**src/rtl/ex_muldiv_ctrl.sv**
```systemverilog
// RV32M multiply/divide sequencer for the execute stage.
// Iterative shift-add multiplier and restoring divider, 32 steps per op.
module ex_muldiv_ctrl (
    input  logic        clk,
    input  logic        rst_n,
    input  logic        start,
    input  logic [2:0]  funct3,
    input  logic [31:0] op_a,
    input  logic [31:0] op_b,
    input  logic        flush,
    output logic        stall,
    output logic        done,
    output logic [31:0] result
);

    typedef enum logic [1:0] {
        IDLE,
        RUN,
        DONE
    } state_t;

    state_t      state;
    state_t      state_nxt;
    logic [4:0]  count;
    logic [2:0]  op;
    logic [31:0] opnd;
    logic [63:0] acc;
    logic        neg_q;
    logic        neg_r;

    logic        is_div;
    logic        sgn_a;
    logic        sgn_b;
    logic        neg_a;
    logic        neg_b;
    logic [31:0] mag_a;
    logic [31:0] mag_b;
    logic        div_zero;
    logic        div_ovf;
    logic        fast;
    logic [31:0] fast_res;
    logic        launch;

    assign is_div = funct3[2];
    assign sgn_a  = (funct3 == 3'd1) || (funct3 == 3'd2) ||
                    (funct3 == 3'd4) || (funct3 == 3'd6);
    assign sgn_b  = (funct3 == 3'd1) || (funct3 == 3'd4) ||
                    (funct3 == 3'd6);
    assign neg_a  = sgn_a && op_a[31];
    assign neg_b  = sgn_b && op_b[31];
    assign mag_a  = neg_a ? -op_a : op_a;
    assign mag_b  = neg_b ? -op_b : op_b;

    // Cases the iterative divider cannot produce are answered immediately.
    assign div_zero = is_div && (op_b == 32'd0);
    assign div_ovf  = is_div && !funct3[0] &&
                      (op_a == 32'h8000_0000) &&
                      (op_b == 32'hFFFF_FFFF);
    assign fast     = div_zero || div_ovf;
    assign fast_res = div_zero ? (funct3[1] ? op_a : 32'hFFFF_FFFF)
                               : (funct3[1] ? 32'd0 : 32'h8000_0000);

    assign launch = (state == IDLE) && start && !flush;

    // Multiply: {hi, lo} holds partial product above the multiplier bits.
    logic [32:0] mul_sum;
    logic [63:0] mul_step;

    assign mul_sum  = {1'b0, acc[63:32]} +
                      (acc[0] ? {1'b0, opnd} : 33'd0);
    assign mul_step = {mul_sum, acc[31:1]};

    // Divide: hi holds the partial remainder, lo shifts quotient bits in.
    logic [32:0] div_shl;
    logic        div_ge;
    logic [31:0] div_sub;
    logic [63:0] div_step;

    assign div_shl  = acc[63:31];
    assign div_ge   = div_shl >= {1'b0, opnd};
    assign div_sub  = div_shl[31:0] - opnd;
    assign div_step = div_ge ? {div_sub, acc[30:0], 1'b1}
                             : {div_shl[31:0], acc[30:0], 1'b0};

    logic [63:0] acc_step;
    logic [63:0] prod;
    logic [31:0] quot;
    logic [31:0] rem;
    logic [31:0] run_res;

    assign acc_step = op[2] ? div_step : mul_step;
    assign prod     = neg_q ? -acc_step : acc_step;
    assign quot     = neg_q ? -acc_step[31:0] : acc_step[31:0];
    assign rem      = neg_r ? -acc_step[63:32] : acc_step[63:32];

    always_comb begin
        run_res = prod[63:32];
        case (op)
            3'd0:       run_res = prod[31:0];
            3'd4, 3'd5: run_res = quot;
            3'd6, 3'd7: run_res = rem;
            default:    run_res = prod[63:32];
        endcase
    end

    always_ff @(posedge clk) begin
        if (!rst_n) begin
            state <= IDLE;
        end else begin
            state <= state_nxt;
        end
    end

    always_comb begin
        state_nxt = state;
        stall     = 1'b0;
        case (state)
            IDLE: begin
                if (start && !flush) begin
                    stall     = 1'b1;
                    state_nxt = fast ? DONE : RUN;
                end
            end
            RUN: begin
                if (flush) begin
                    state_nxt = IDLE;
                end else begin
                    stall = 1'b1;
                    if (count == 5'd31) begin
                        state_nxt = DONE;
                    end
                end
            end
            DONE:    state_nxt = IDLE;
            default: state_nxt = IDLE;
        endcase
    end

    always_ff @(posedge clk) begin
        if (!rst_n) begin
            count  <= 5'd0;
            op     <= 3'd0;
            opnd   <= 32'd0;
            acc    <= 64'd0;
            neg_q  <= 1'b0;
            neg_r  <= 1'b0;
            result <= 32'd0;
        end else if (launch) begin
            count <= 5'd0;
            op    <= funct3;
            neg_q <= neg_a ^ neg_b;
            neg_r <= neg_a;
            opnd  <= is_div ? mag_b : mag_a;
            acc   <= {32'd0, is_div ? mag_a : mag_b};
            if (fast) begin
                result <= fast_res;
            end
        end else if (state == RUN) begin
            if (flush) begin
                count <= 5'd0;
            end else begin
                acc   <= acc_step;
                count <= count + 5'd1;
                if (count == 5'd31) begin
                    result <= run_res;
                end
            end
        end
    end

    assign done = (state == DONE);

endmodule

```
**config.mk**
```make
export PLATFORM = sky130hd
export DESIGN_NAME = ex_muldiv_ctrl
export DESIGN_NICKNAME = d
export VERILOG_FILES = /design/src/rtl/ex_muldiv_ctrl.sv
export SDC_FILE = /design/constraint.sdc
export NUM_CORES = 1
export LEC_CHECK = 0
export BUFFER_PORTS_ARGS = -buffer_cell sky130_fd_sc_hd__buf_4
export CORE_MARGIN = 5
export CORE_UTILIZATION = 34
export DETAILED_ROUTE_END_ITERATION = 10
export MAX_ROUTING_LAYER = met4
export PLACE_DENSITY_LB_ADDON = 0.3
export SLEW_MARGIN = 10
export SYNTH_ARGS = -nofsm -noshare
export SYNTH_HDL_FRONTEND = slang
export SYNTH_SLANG_ARGS = --single-unit
```
**constraint.sdc**
```tcl
create_clock -name clk -period 6.4 [get_ports clk]
set_input_delay 0.96 -clock clk [delete_from_list [all_inputs] [get_ports clk]]
set_output_delay 0.96 -clock clk [all_outputs]
set_load 0.01 [all_outputs]
```
### After elaboration in Yosys (flattened, before gate mapping)

Index checks and enable logic that the tools add are counted.

| word-level totals | value |
|---|---|
| output and inout port bits | 34 |
| register bits after elaboration | 140 |
| logic and storage cells | 98 |
| input port bits | 71 |

| cells by class | value |
|---|---|
| reduce and logical (&&, ||, !) cells | 29 |
| bitwise operators | 3 |
| eq/ne operators | 17 |
| $lt $le $gt $ge | 1 |
| $add $sub $neg | 8 |
| muxes and demuxes | 31 |

Operators by type and width:

| operator | count |
|---|---|
| 32-bit 2-to-1 mux | 18 |
| 64-bit 2-to-1 mux | 3 |
| 32-bit negation | 4 |
| 32-bit one-hot mux with 3 select lines | 1 |
| 32-bit == test (second input constant) | 2 |
| 64-bit negation | 1 |
| 32-bit by 32-bit adder with 33-bit output | 1 |
| 33-bit by 32-bit >= comparator with 1-bit output | 1 |
| 32-bit logical NOT | 1 |
| 32-bit subtractor | 1 |
| 3-bit == test (second input constant) | 6 |
| 1-bit logical AND | 9 |
| 2-bit 2-to-1 mux | 4 |
| 1-bit logical OR | 6 |
| 2-bit AND reduction | 3 |
| 2-bit OR reduction | 3 |
| 5-bit by 1-bit adder with 5-bit output (second input constant) | 1 |
| 5-bit == test (second input constant) | 1 |
| 5-bit 2-to-1 mux | 1 |
| 2-bit by 1-bit inequality test with 1-bit output (second input constant) | 2 |
| 2-bit one-hot mux with 2 select lines | 1 |
| 4-bit AND reduction | 1 |
| 2-bit nonzero test | 2 |
| 3-bit by 1-bit == test with 1-bit output (second input constant) | 1 |
| 12 further kinds | 15 |

### Depth between registers and ports, before layout

Gate-level depths: netlist of the first run.

| logic depth | value |
|---|---|
| depth in word-level cells | 10 |
| mapped depth | 25 |
| depth with buffers taken out | 19 |

### Least setup slack after synthesis of the first run

No wires, ideal clock.

| timing path | value |
|---|---|
| kind | register to register |
| from | register opnd[23] |
| to | register result[28] |
| stages on the path, launching flop included | 24 |
| path slack | 1.946 ns |
| path buffers | 5 |
| setup time | 0.074 ns |
| arrival time | 4.380 ns |
| required time | 6.326 ns |
| clock period less this slack | 4.454 ns |
| cells stage by stage | dfxtp_1 -> inv_1 -> ha_1 -> buf_6 -> and3_1 -> buf_6 -> and4_1 -> a41oi_2 -> and2_1 -> buf_6 -> nand3_2 -> buf_6 -> clkbuf_1 -> nand2_1 -> nand2_1 -> a21oi_1 -> ha_1 -> and4b_1 -> nand4_1 -> or4_4 -> o21ai_2 -> xnor2_1 -> a211o_1 -> a31oi_1 |

| between the ends | value |
|---|---|
| longest elaborated chain between the ends | 10 |
| elaborated cells on any way between the ends | 17 |
| those cells by class | add/sub: 5; order compare: 1; mux: 11 |

Ends and longest elaborated chain:

| item | line | source |
|---|---|---|
| start, declared | 26 | `logic [31:0] opnd;` |
| start signal, assigned | 153 | `opnd <= is_div ? mag_b : mag_a;` |
| 32-bit 2-to-1 mux, or another cell as far along | 70 | `(acc[0] ? {1'b0, opnd} : 33'd0);` |
| 32-bit by 32-bit adder with 33-bit output or 64-bit 2-to-1 mux (tied branches) | 69, 82 |  |
| 64-bit 2-to-1 mux (*) | 91 | `assign acc_step = op[2] ? div_step : mul_step;` |
| 64-bit negation, or another cell as far along | 92 | `assign prod = neg_q ? -acc_step : acc_step;` |
| 64-bit 2-to-1 mux, or another cell as far along | 92 |  |
| 32-bit one-hot mux with 3 select lines (*) | 98 | `case (op)` |
| 32-bit 2-to-1 mux (*) | 164 | `if (count == 5'd31) begin` |
| 32-bit 2-to-1 mux (*) | 159 | `if (flush) begin` |
| 32-bit 2-to-1 mux (*) | 158 | `end else if (state == RUN) begin` |
| 32-bit 2-to-1 mux (*) | 148 | `end else if (launch) begin` |
| end signal, assigned | 156 | `result <= fast_res;` |
| end signal, assigned | 165 | `result <= run_res;` |
| end, declared | 13 | `output logic [31:0] result` |

Every way passes the cells marked *; elsewhere a longest branch is shown, timed or not. The select of a mux whose other input is x is not followed.
A chain may end at the register's enable or synchronous reset.

### Worst setup path after layout of the first run

| timing path | value |
|---|---|
| from | register opnd[3] |
| to | register result[18] |

Same word-level chain as after synthesis.

==> results of run 1 <==
==> cells in the final DEF (no fill, tap or decap), types with 10 or more instances in the layout <==
master,netlist,routed
nand2b_1,17,17
o21ai_0,177,176
a22oi_1,10,10
dfxtp_1,140,138
and2_1,58,58
or3_1,15,15
a221oi_1,11,11
mux2i_1,47,47
nor2b_1,16,16
nor3_1,64,64
inv_1,78,78
o31ai_1,27,27
a211o_1,12,12
a311oi_1,10,10
buf_4,2,157
and3_1,17,17
clkbuf_16,0,17
a211oi_1,43,43
nor4_1,24,24
o211ai_1,102,102
o21a_1,31,31
a21oi_1,209,209
xor2_1,56,56
nand4_1,35,35
ha_1,71,71
a31oi_1,36,36
o22ai_1,21,21
nand3_1,55,55
nand2_1,302,302
a21o_1,30,30
xnor2_1,88,88
nor2_1,165,164
==> power groups by stage <==
stage	Sequential [uW]	Combinational, uW	Clock (uW)
2_1_floorplan	953	925	0
3_3_place_gp	977	1330	0
3_5_place_dp	978	1340	0
5_1_grt	965	1470	1190
4_1_cts	958	1350	1170
6_report	961	1390	1160
==> state kept, by name, indices dropped and copies added (netlist names) <==
name and flops:
acc 64, opnd 32, result 32, count 5, op 3, state 2
neg_q 1, neg_r 1
==> worst max-delay path: cells and delay by family, from the launching register on <==
kind            cells  cell delay [ns]
buf+inv             4             0.71
flops               1             0.44
simple gates        5             1.02
xor+xnor            1             0.21
fa+ha+maj           2             0.69
compound gates      8             2.77
==> metrics by stage <==
step | hold WS [ns] | instance area (sq um) | util, % | setup WS, ns | cells
after floorplan | 0.440 | 16000 | - | 1.95 | 2302
after global placement | 0.447 | 17200 | 37.1 | 0.634 | 2905
after detailed placement | 0.450 | 17200 | 37.1 | 0.568 | 2905
after CTS | 0.457 | 17900 | 38.5 | 0.539 | 2936
after global routing | 0.481 | 17900 | 38.5 | 0.0615 | 2938
final | 0.452 | 17900 | 38.5 | 0.396 | 2938
==> cell type report <==
class	instances	share of cell area, %
clock buffer	18	2.45
sequential	140	15.7
tap	607	4.24
timing repair buffer	157	6.59
antenna	2	0.0280
multi-input combinational	1921	68.1
clock inverter	13	1.19
inverter	80	1.68
==> cells by family after synthesis <==
kind of cell | Yosys count | share of synthesized area (%)
flip-flops | 140 | 17.6
multiplexers | 51 | 3.23
AND/OR/NAND/NOR | 831 | 25.4
adder cells (fa/ha/maj) | 73 | 5.82
AO/OA/AOI/OAI | 822 | 33.9
buffers and inverters | 241 | 6.21
XOR/XNOR | 144 | 7.90
==> final timing paths <==
path	endpoint	depth (start not counted)	startpoint
worst max-delay path	result[18]$_SDFFE_PN0P_	20	opnd[3]$_SDFFE_PN0P_
worst max register to register	result[18]$_SDFFE_PN0P_	20	opnd[3]$_SDFFE_PN0P_
worst min register to register	result[8]$_SDFFE_PN0P_	2	result[8]$_SDFFE_PN0P_
worst min-delay path	result[8]$_SDFFE_PN0P_	2	result[8]$_SDFFE_PN0P_
==> layer usage <==
layer | up-vias | share of wire, %
met5 | - | 0
met4 | 0 | 4.5
met3 | 149 | 8.3
met2 | 895 | 44
met1 | 8688 | 43
li1 | 8515 | -
==> results.sh, run 1 <==
export IMPL_skew_ns=0.0137
export IMPL_die_w_um=227
export IMPL_dp_hpwl_um=54600
export IMPL_slew_headroom_pct=30.5
export IMPL_syn_area_sq_um=16000
export IMPL_critPathSlowestCell="o41ai_1"
export IMPL_synth_cell_types=102
export IMPL_synthFlopType="dfxtp_1"
export IMPL_post_cts_resized=0
export IMPL_core_area_sq_um=46500
export IMPL_gr_usage_all_layers_pct=27.2
export IMPL_ir_drop_mv=0.153
export IMPL_fp_row_count=79
export IMPL_drc=0
export IMPL_async_flop_share_pct=0
export IMPL_p_leak_uw=0.00685
export IMPL_clock_sinks=140
export IMPL_tritoncts="yes"
export IMPL_cts_root_buf="clkbuf_16"
export IMPL_min_period_ns=6.00
export IMPL_synthCells=2302
export IMPL_dieArea_sq_um=51400
export IMPL_period_share_pct=93.8
export IMPL_finalSetupViolations=0
export IMPL_place_congestion=1.04
export IMPL_regArea_sq_um=2810
export IMPL_dr_first_iter_drc_count=2009
export IMPL_fmax_mhz=167
export IMPL_grt_use_met2_pct=41.2
export IMPL_cpPeakStageDelay_ns=0.49
export IMPL_grt_max_degree=72
export IMPL_yosysSeqAreaShare_pct=17.6
export IMPL_cp_start_kind="register"
export IMPL_vias=18200
export IMPL_hp_class="register to register"
export IMPL_clkTransAtPathRegs_ns=0.06
export IMPL_crit_chain="inv_1, ha_1, a21oi_2, nand2b_1, o211a_4, o211ai_1, buf_4, a41o_1, ha_1, o21ai_0, nor4bb_1, buf_4, nand3_1, inv_1, nand2_1, o41ai_1, xor2_1, nor2_1, o21ai_0, a31oi_1"
export IMPL_synth_area_leaders="dfxtp_1 18%, nand2_1 7.1%, a21oi_1 6.6%, ha_1 5.6%, o21ai_0 5.5%"
export IMPL_worstPathMaxFanout=12
export IMPL_synth_top_area_share_pct=17.6
export IMPL_grt_pass1_vias=16800
export IMPL_clockPowerShare_pct=33.1
export IMPL_synth_seq_cells=140
export IMPL_firstDrtPassIters=9
export IMPL_required_ns=6.72
export IMPL_start_util_pct=34.4
export IMPL_num_fill_cells=4982
export IMPL_portBuffers=104
export IMPL_routed_wirelength_um=70700
export IMPL_wl_per_cell_um=24.1
export IMPL_post_cts_buffers=0
export IMPL_area_growth_pct=12.1
export IMPL_ant_nets=0
export IMPL_final_nets=2461
export IMPL_synth_edff_count=0
export IMPL_ys_top_cells_by_count="302 x nand2_1, 209 x a21oi_1, 177 x o21ai_0"
export IMPL_cts_hold_buffers=0
export IMPL_setup_tns_final_ns=0
export IMPL_combPwrFrac_pct=39.5
export IMPL_multi_input_area_sq_um=12200
export IMPL_reg2reg_slack_ns=0.40
export IMPL_viasPerCell=6.21
export IMPL_rsz0062_at_grt="no"
export IMPL_synth_fp_nets=2446
export IMPL_power_uw=3500
export IMPL_grt_pass1_wl_um=105000
export IMPL_internal_power_uw=2080
export IMPL_worstSetupPathType="register to register"
export IMPL_drive_above_1_share_pct=10.5
export IMPL_p_seq_share_pct=27.4
export IMPL_p_switching_uw=1420
export IMPL_slew_viol_final=0
export IMPL_cts_buffers=17
export IMPL_clock_latency_ns=0.47
export IMPL_drv_cap=0
export IMPL_switching_share_pct=40.6
export IMPL_avgSynthCellArea_sq_um=6.93
export IMPL_die_y_um=227
export IMPL_cts_htree_levels=4
export IMPL_antenna_found_initial=3
export IMPL_outcome="finished, final reports clean"
export IMPL_synth_most_common_cell="nand2_1"
export IMPL_clock_path_buffers=2
export IMPL_worst_pin_slew_ns=1.04
export IMPL_critPathArrivalTime_ns=6.32
export IMPL_overflow=0
export IMPL_hold_viol=0
export IMPL_yosys_area_top_type="dfxtp_1"
export IMPL_global_route_usage_met3_pct=4.09
export IMPL_busiest_layer="met2"
export IMPL_grtUsageMet1_pct=36.7
export IMPL_yosys_warnings=0
export IMPL_power_density_nw_per_um2=196
export IMPL_pin_count=105
export IMPL_crit_path_end_kind="register"
Note: power is estimated with default switching activity, not from simulation.
==> run 2, diff against run 1 <==
--- a/config.mk
+++ b/config.mk
@@ -6,7 +6,6 @@
 export NUM_CORES = 1
 export LEC_CHECK = 0
 export BUFFER_PORTS_ARGS = -buffer_cell sky130_fd_sc_hd__buf_4
-export CORE_MARGIN = 5
 export CORE_UTILIZATION = 34
 export DETAILED_ROUTE_END_ITERATION = 10
 export MAX_ROUTING_LAYER = met4
==> run 2 against run 1 <==
  * First-iteration DRC count is 2.0% higher
  * Register-to-register slack better by 0.54 ns
  * Power fell by 1.2%
  * Clock power shrank 5%
  * Sequential power shrank 0.6%
  * Combinational power is essentially flat
  * Sequential share of layout area about the same
  * Critical path depth unchanged
  * Critical path type unchanged
==> results.sh, run 2 (same netlist as run 1, synthesis figures left out) <==
export IMPL_ir_drop_mv=0.134
export IMPL_tritoncts="yes"
export IMPL_p_switching_uw=1460
export IMPL_pre_cts_ws_ns=1.07
export IMPL_required_ns=6.72
export IMPL_core_area_sq_um=46500
export IMPL_worstPathMaxFanout=21
export IMPL_critPathSlowestCell="o21ai_0"
export IMPL_rsz0062_at_grt="no"
export IMPL_clockPowerShare_pct=31.7
export IMPL_multi_input_area_sq_um=12200
export IMPL_slew_headroom_pct=30.7
export IMPL_largest_register_ffs=64
export IMPL_clock_path_buffers=2
export IMPL_drive_above_1_share_pct=10.7
export IMPL_skew_ns=0.0177
export IMPL_cts_buffers=17
export IMPL_reg_top3="acc x64, opnd x32, result x32"
export IMPL_place_congestion=1.04
export IMPL_cts_hold_buffers=0
export IMPL_num_fill_cells=4969
export IMPL_fmax_mhz=183
export IMPL_dp_hpwl_um=55300
export IMPL_period_share_pct=85.3
export IMPL_grt_pass1_vias=16800
export IMPL_power_uw=3460
export IMPL_final_cell_mix="302 x nand2_1, 208 x a21oi_1, 176 x o21ai_0, 164 x nor2_1, 159 x buf_4"
export IMPL_regArea_sq_um=2810
export IMPL_portBuffers=104
export IMPL_worst_pin_slew_ns=1.04
export IMPL_outcome="finished, final reports clean"
export IMPL_ant_nets=0
export IMPL_critPathArrivalTime_ns=5.78
export IMPL_antenna_found_initial=2
export IMPL_gr_usage_all_layers_pct=30.4
export IMPL_viasPerCell=6.24
export IMPL_internal_power_uw=2000
export IMPL_die_y_um=219
export IMPL_finalSetupViolations=0
export IMPL_final_nets=2463
export IMPL_die_w_um=219
export IMPL_reg2reg_slack_ns=0.94
export IMPL_pin_count=105
export IMPL_worst_slack_ns=0.939
export IMPL_dr_first_iter_drc_count=2049
export IMPL_switching_share_pct=42.2
export IMPL_grt_pass1_wl_um=107000
export IMPL_regMostFlops="acc"
export IMPL_p_seq_share_pct=27.6
export IMPL_utilization_pct=38.5
export IMPL_startpoint="opnd[23]$_SDFFE_PN0P_"
export IMPL_firstDrtPassIters=6
export IMPL_min_period_ns=5.46
export IMPL_clock_sinks=140
export IMPL_start_util_pct=34.4
export IMPL_worstSetupPathType="register to register"
export IMPL_critPathTopFamily="simple AND/OR/NAND/NOR gates"
export IMPL_cts_root_buf="clkbuf_16"
export IMPL_cts_htree_levels=4
export IMPL_dieArea_sq_um=47800
export IMPL_area_growth_pct=11.9
export IMPL_slew_viol_final=0
export IMPL_vias=18400
export IMPL_post_cts_buffers=0
export IMPL_routed_wirelength_um=71800
export IMPL_post_cts_resized=0
export IMPL_min_delay_start="result[8]$_SDFFE_PN0P_"
export IMPL_setup_tns_final_ns=0
export IMPL_cp_start_kind="register"
export IMPL_whs_ns=0.461
export IMPL_final_common_cell="nand2_1"
export IMPL_clock_latency_ns=0.46
export IMPL_crit_path_end_kind="register"
export IMPL_combPwrFrac_pct=40.7
export IMPL_clkTransAtPathRegs_ns=0.07
export IMPL_grt_max_degree=73
export IMPL_cp_num_buf_inv=3
export IMPL_regToRegStartpoint="opnd[23]$_SDFFE_PN0P_"
export IMPL_fp_row_count=79
export IMPL_crit_chain="inv_1, ha_1, and3_1, and4_1, a41oi_2, and2_1, nand3_2, buf_4, nand2_1, nand2_1, a21oi_1, ha_1, and4b_1, nand4_1, buf_4, o41ai_1, xor2_1, nor2_1, o21ai_0, a31oi_1"
export IMPL_drv_cap=0
export IMPL_power_density_nw_per_um2=194
export IMPL_hp_class="register to register"
export IMPL_hold_viol=0
export IMPL_overflow=0
export IMPL_p_leak_uw=0.00683
export IMPL_wl_per_cell_um=24.4
export IMPL_drc=0
export IMPL_cpPeakStageDelay_ns=0.47
==> run 2: stage by stage <==
| step | instance area [sq um] | instances |
|---|---|---|
| final | 17900 | 2940 |
| after global routing | 17900 | 2939 |
| after CTS | 17900 | 2939 |
| after detailed placement | 17300 | 2907 |
| after global placement | 17300 | 2907 |
| after floorplan | 16000 | 2302 |
==> run 2: worst reg2reg max path, cell delays in order, from the launching register on <==
cell and delay, ns:
dfxtp_1 0.36, inv_1 0.06, ha_1 0.41, and3_1 0.31, and4_1 0.27, a41oi_2 0.22
and2_1 0.46, nand3_2 0.12, buf_4 0.26, nand2_1 0.13, nand2_1 0.06, a21oi_1 0.34
ha_1 0.30, and4b_1 0.28, nand4_1 0.24, buf_4 0.26, o41ai_1 0.41, xor2_1 0.18
nor2_1 0.05, o21ai_0 0.47, a31oi_1 0.15
==> run 2: area by class of cell <==
type	count	area share [%]
Sequential cell	140	15.7
Multi-Input combinational cell	1921	68.2
Clock inverter	15	1.03
Inverter	80	1.68
Tap cell	607	4.25
Timing Repair Buffer	159	6.68
Clock buffer	17	2.38
Antenna cell	1	0.0140
==> run 2: worst paths after layout <==
path / end / cells after the start
worst min register to register: result[8]$_SDFFE_PN0P_ / 2
worst max-delay path: result[18]$_SDFFE_PN0P_ / 20
worst max register to register: result[18]$_SDFFE_PN0P_ / 20
worst min-delay path: result[8]$_SDFFE_PN0P_ / 2
==> run 2: power by group through the flow <==
| stage | clock [uW] | sequential [uW] | combinational, uW |
|---|---|---|---|
| floorplan | 0 | 953 | 925 |
| global placement | 0 | 972 | 1350 |
| detailed placement | 0 | 973 | 1360 |
| CTS | 1100 | 953 | 1370 |
| global route | 1140 | 959 | 1500 |
| finish | 1100 | 955 | 1410 |
==> run 2: routing by layer <==
| layer | GRT usage (%) | vias up | wire (um) |
|---|---|---|---|
| met2 | 46.0 | 896 | 31800 |
| li1 | - | 8532 | - |
| met3 | 4.31 | 150 | 5570 |
| met5 | - | - | 0 |
| met4 | 13.8 | 0 | 3270 |
| met1 | 39.9 | 8777 | 31200 |
==> run 3, diff against run 2 <==
--- a/config.mk
+++ b/config.mk
@@ -5,7 +5,7 @@
 export SDC_FILE = /design/constraint.sdc
 export NUM_CORES = 1
 export LEC_CHECK = 0
-export BUFFER_PORTS_ARGS = -buffer_cell sky130_fd_sc_hd__buf_4
+export BUFFER_PORTS_ARGS = -buffer_cell sky130_fd_sc_hd__buf_2
 export CORE_UTILIZATION = 34
 export DETAILED_ROUTE_END_ITERATION = 10
 export MAX_ROUTING_LAYER = met4
==> run 3 against run 2 <==
  * The flow now stops in detailed routing (5_2_route)
  * Global-route usage is 0.62 points lower
  * Synthesized cell count stayed put
  * Synthesized area unchanged
==> results.sh, run 3 <==
export IMPL_outcome="stopped before the end"
export IMPL_lastStage="detailed routing (5_2_route)"
export IMPL_stop_error="[ERROR DRT-0255] Maze Route cannot find path of net clk in worker of routeBox ( 193200 0 ) ( 218670 48300 )."
export IMPL_synth_top_area_share_pct=17.6
export IMPL_place_congestion=1.07
export IMPL_pre_cts_ws_ns=0.622
export IMPL_syn_area_sq_um=16000
export IMPL_start_util_pct=34.4
export IMPL_cts_buffers=17
export IMPL_ys_top_cells_by_count="302 x nand2_1, 209 x a21oi_1, 177 x o21ai_0"
export IMPL_fp_row_count=79
export IMPL_synthCells=2302
export IMPL_synth_edff_count=0
export IMPL_synth_cell_types=102
export IMPL_post_cts_resized=0
export IMPL_post_cts_buffers=0
export IMPL_yosysSeqAreaShare_pct=17.6
export IMPL_synthFlopType="dfxtp_1"
export IMPL_synth_seq_cells=140
export IMPL_synth_fp_nets=2446
export IMPL_dp_hpwl_um=54600
export IMPL_cts_hold_buffers=0
export IMPL_cts_root_buf="clkbuf_16"
export IMPL_overflow=0
export IMPL_die_w_um=219
export IMPL_grt_pass1_wl_um=105000
export IMPL_avgSynthCellArea_sq_um=6.93
export IMPL_synth_area_leaders="dfxtp_1 18%, nand2_1 7.1%, a21oi_1 6.6%, ha_1 5.6%, o21ai_0 5.5%"
export IMPL_antenna_found_initial=3
export IMPL_pin_count=105
export IMPL_gr_usage_all_layers_pct=29.8
export IMPL_clock_sinks=140
export IMPL_portBuffers=104
export IMPL_place_area_sq_um=17000
export IMPL_async_flop_share_pct=0
export IMPL_die_y_um=219
export IMPL_grt_pass1_vias=16800
export IMPL_synth_most_common_cell="nand2_1"
export IMPL_yosys_area_top_type="dfxtp_1"
export IMPL_clock_path_buffers=2
export IMPL_cts_htree_levels=4
export IMPL_yosys_warnings=0
export IMPL_grt_max_degree=68
-- run 3: kinds of logic after synthesis --
kind of cell,Yosys count,share of synthesized area (%)
AND/OR/NAND/NOR,831,25.4
AO/OA/AOI/OAI,822,33.9
buffers and inverters,241,6.21
XOR/XNOR,144,7.90
flip-flops,140,17.6
adder cells (fa/ha/maj),73,5.82
multiplexers,51,3.23
-- run 3: routing by layer --
| metal | track usage [%] |
|---|---|
| met5 | - |
| met4 | 13.2 |
| met3 | 6.14 |
| met2 | 44.5 |
| met1 | 38.5 |
-- run 3: through the flow --
stage / util [%] / hold WS (ns) / instances
4_1_cts: 37.9 / 0.467 / 2941
3_3_place_gp: 36.6 / 0.447 / 2909
3_5_place_dp: 36.6 / 0.459 / 2909
5_1_grt: 37.9 / 0.481 / 2943
2_1_floorplan: - / 0.440 / 2302
==> run 4, diff against run 3 <==
--- a/config.mk
+++ b/config.mk
@@ -6,10 +6,9 @@
 export NUM_CORES = 1
 export LEC_CHECK = 0
 export BUFFER_PORTS_ARGS = -buffer_cell sky130_fd_sc_hd__buf_2
-export CORE_UTILIZATION = 34
+export CORE_UTILIZATION = 20
 export DETAILED_ROUTE_END_ITERATION = 10
-export MAX_ROUTING_LAYER = met4
-export PLACE_DENSITY_LB_ADDON = 0.3
+export PLACE_DENSITY_LB_ADDON = 0.15
 export SLEW_MARGIN = 10
 export SYNTH_ARGS = -nofsm -noshare
 export SYNTH_HDL_FRONTEND = slang
==> run 4 against run 3 <==
  * The run now ends clean
  * Global-route usage fell by 9.6 points
==> results.sh, run 4 (same netlist as run 1, synthesis figures left out) <==
export IMPL_outcome="finished, final reports clean"
export IMPL_reg2reg_slack_ns=0.57
export IMPL_dieArea_sq_um=80900
export IMPL_place_congestion=0.931
export IMPL_diodes=0
export IMPL_core_area_sq_um=79000
export IMPL_cts_htree_levels=4
export IMPL_clkTransAtPathRegs_ns=0.07
export IMPL_firstDrtPassIters=5
export IMPL_fp_row_count=103
export IMPL_final_nets=2475
export IMPL_area_growth_pct=14.2
export IMPL_worstPathMaxFanout=27
export IMPL_drv_cap=0
export IMPL_viasPerCell=5.34
export IMPL_hold_viol=0
export IMPL_regArea_sq_um=2810
export IMPL_post_cts_resized=0
export IMPL_rr_endpoint="result[29]$_SDFFE_PN0P_"
export IMPL_busiest_layer="met2"
export IMPL_start_util_pct=20.2
export IMPL_pre_cts_ws_ns=0.703
export IMPL_worstSetupPathType="register to register"
export IMPL_cp_start_kind="register"
export IMPL_regToRegStartpoint="acc[0]$_SDFFE_PN0P_"
export IMPL_clock_path_buffers=2
export IMPL_p_leak_uw=0.00681
export IMPL_crit_path_end_kind="register"
export IMPL_reg_top3="acc x64, opnd x32, result x32"
export IMPL_drc=0
export IMPL_gr_usage_all_layers_pct=20.2
export IMPL_power_density_nw_per_um2=191
export IMPL_largest_register_ffs=64
export IMPL_fmax_mhz=172
export IMPL_cts_root_buf="clkbuf_16"
export IMPL_pin_count=105
export IMPL_finalSetupViolations=0
export IMPL_skew_ns=0.0145
export IMPL_drive_above_1_share_pct=10.9
export IMPL_min_path_cells=2
export IMPL_antenna_found_initial=5
export IMPL_grt_max_degree=80
export IMPL_reg2regPathDepth=17
export IMPL_slew_viol_final=0
export IMPL_clock_latency_ns=0.50
export IMPL_final_common_cell="nand2_1"
export IMPL_ir_drop_mv=0.188
export IMPL_grt_use_met2_pct=32.5
export IMPL_slew_headroom_pct=14.8
export IMPL_crit_chain="buf_4, and2_1, ha_1, and4_1, a2bb2oi_1, buf_4, a2111oi_0, o31ai_1, a31oi_1, xnor2_1, o211ai_1, a21oi_1, nand2_1, or4_1, mux2i_1, a22oi_1, a211oi_1"
export IMPL_critPathArrivalTime_ns=6.19
export IMPL_hp_class="register to register"
export IMPL_routed_wirelength_um=82800
export IMPL_tritoncts="yes"
export IMPL_overflow=0
export IMPL_clock_sinks=140
export IMPL_cpMostUsedCell="buf_4"
export IMPL_global_route_usage_met3_pct=3.14
export IMPL_dp_hpwl_um=66200
export IMPL_num_fill_cells=8948
export IMPL_post_cts_buffers=0
export IMPL_die_y_um=285
export IMPL_grt_pass1_vias=17300
export IMPL_critPathSlowestCell="a2111oi_0"
export IMPL_dr_first_iter_drc_count=1550
export IMPL_regMostFlops="acc"
export IMPL_grt_pass1_wl_um=121000
export IMPL_wl_per_cell_um=24.4
export IMPL_worst_slack_ns=0.569
export IMPL_final_cell_mix="302 x nand2_1, 209 x a21oi_1, 176 x o21ai_0, 164 x nor2_1, 138 x dfxtp_1"
export IMPL_cts_buffers=17
export IMPL_cpPeakStageDelay_ns=1.08
export IMPL_rsz0062_at_grt="no"
export IMPL_vias=18100
export IMPL_setup_tns_final_ns=0
export IMPL_grtUsageMet1_pct=26.8
export IMPL_whs_endpoint="opnd[30]$_SDFFE_PN0P_"
export IMPL_period_share_pct=91.1
export IMPL_die_w_um=285
export IMPL_min_delay_start="opnd[30]$_SDFFE_PN0P_"
export IMPL_multi_input_area_sq_um=12200
export IMPL_ant_nets=0
export IMPL_cts_hold_buffers=0
export IMPL_portBuffers=104
export IMPL_worst_pin_slew_ns=1.25
export IMPL_required_ns=6.76
export IMPL_min_period_ns=5.83
[run 4: layer usage]
layer  up-vias  share of wire [%]
met5         -                  0
met4         0                3.4
met3       108                4.8
met2       572                 46
met1      8865                 46
li1       8558                  -
[run 4: metrics by stage]
stage	cells	total power (uW)	hold slack (ns)	instance area (sq um)	utilization, %
after global placement	3362	2440	0.452	17700	22.4
after detailed placement	3362	2430	0.464	17700	22.4
after global routing	3393	3650	0.492	18200	23.1
after CTS	3393	3490	0.472	18200	23.1
final	3393	3490	0.468	18200	23.1
after floorplan	2302	1880	0.440	16000	-
[run 4: worst max-delay path by stage]
stage                          start                 endpoint  slack (ns)  cells after the start
4_1_cts          acc[0]$_SDFFE_PN0P_  result[29]$_SDFFE_PN0P_        0.68                     17
2_1_floorplan  opnd[23]$_SDFFE_PN0P_  result[28]$_SDFFE_PN0P_        1.95                     23
6_report         acc[0]$_SDFFE_PN0P_  result[29]$_SDFFE_PN0P_        0.57                     17
3_5_place_dp     acc[0]$_SDFFE_PN0P_  result[29]$_SDFFE_PN0P_        0.70                     17
3_3_place_gp     acc[0]$_SDFFE_PN0P_  result[29]$_SDFFE_PN0P_        0.64                     17
5_1_grt         opnd[3]$_SDFFE_PN0P_   result[2]$_SDFFE_PN0P_        0.36                     21
[run 4: where the power goes]
group | internal, uW | switching, uW | total [uW]
combinational | 473 | 1000 | 1470
sequential | 907 | 58.4 | 966
clock | 580 | 469 | 1050
[run 4: area by class of cell]
cell class | instances | area share [%]
clock buffer | 21 | 2.47
multi-input combinational | 1921 | 66.9
sequential | 140 | 15.4
clock inverter | 10 | 0.645
inverter | 80 | 1.65
tap | 1050 | 7.21
timing repair buffer | 171 | 5.68
[run 4: worst max-delay path, delay by kind of cell (launching register included)]
| kind | cells | cell delay [ns] |
|---|---|---|
| xor gates and xnor gates | 1 | 0.20 |
| and+or+nand+nor | 4 | 1.25 |
| muxes | 1 | 0.13 |
| AOI/OAI and AO/OA | 8 | 2.83 |
| DFF | 1 | 0.48 |
| adders and majority gates | 1 | 0.27 |
| buffers and inverters | 2 | 0.53 |
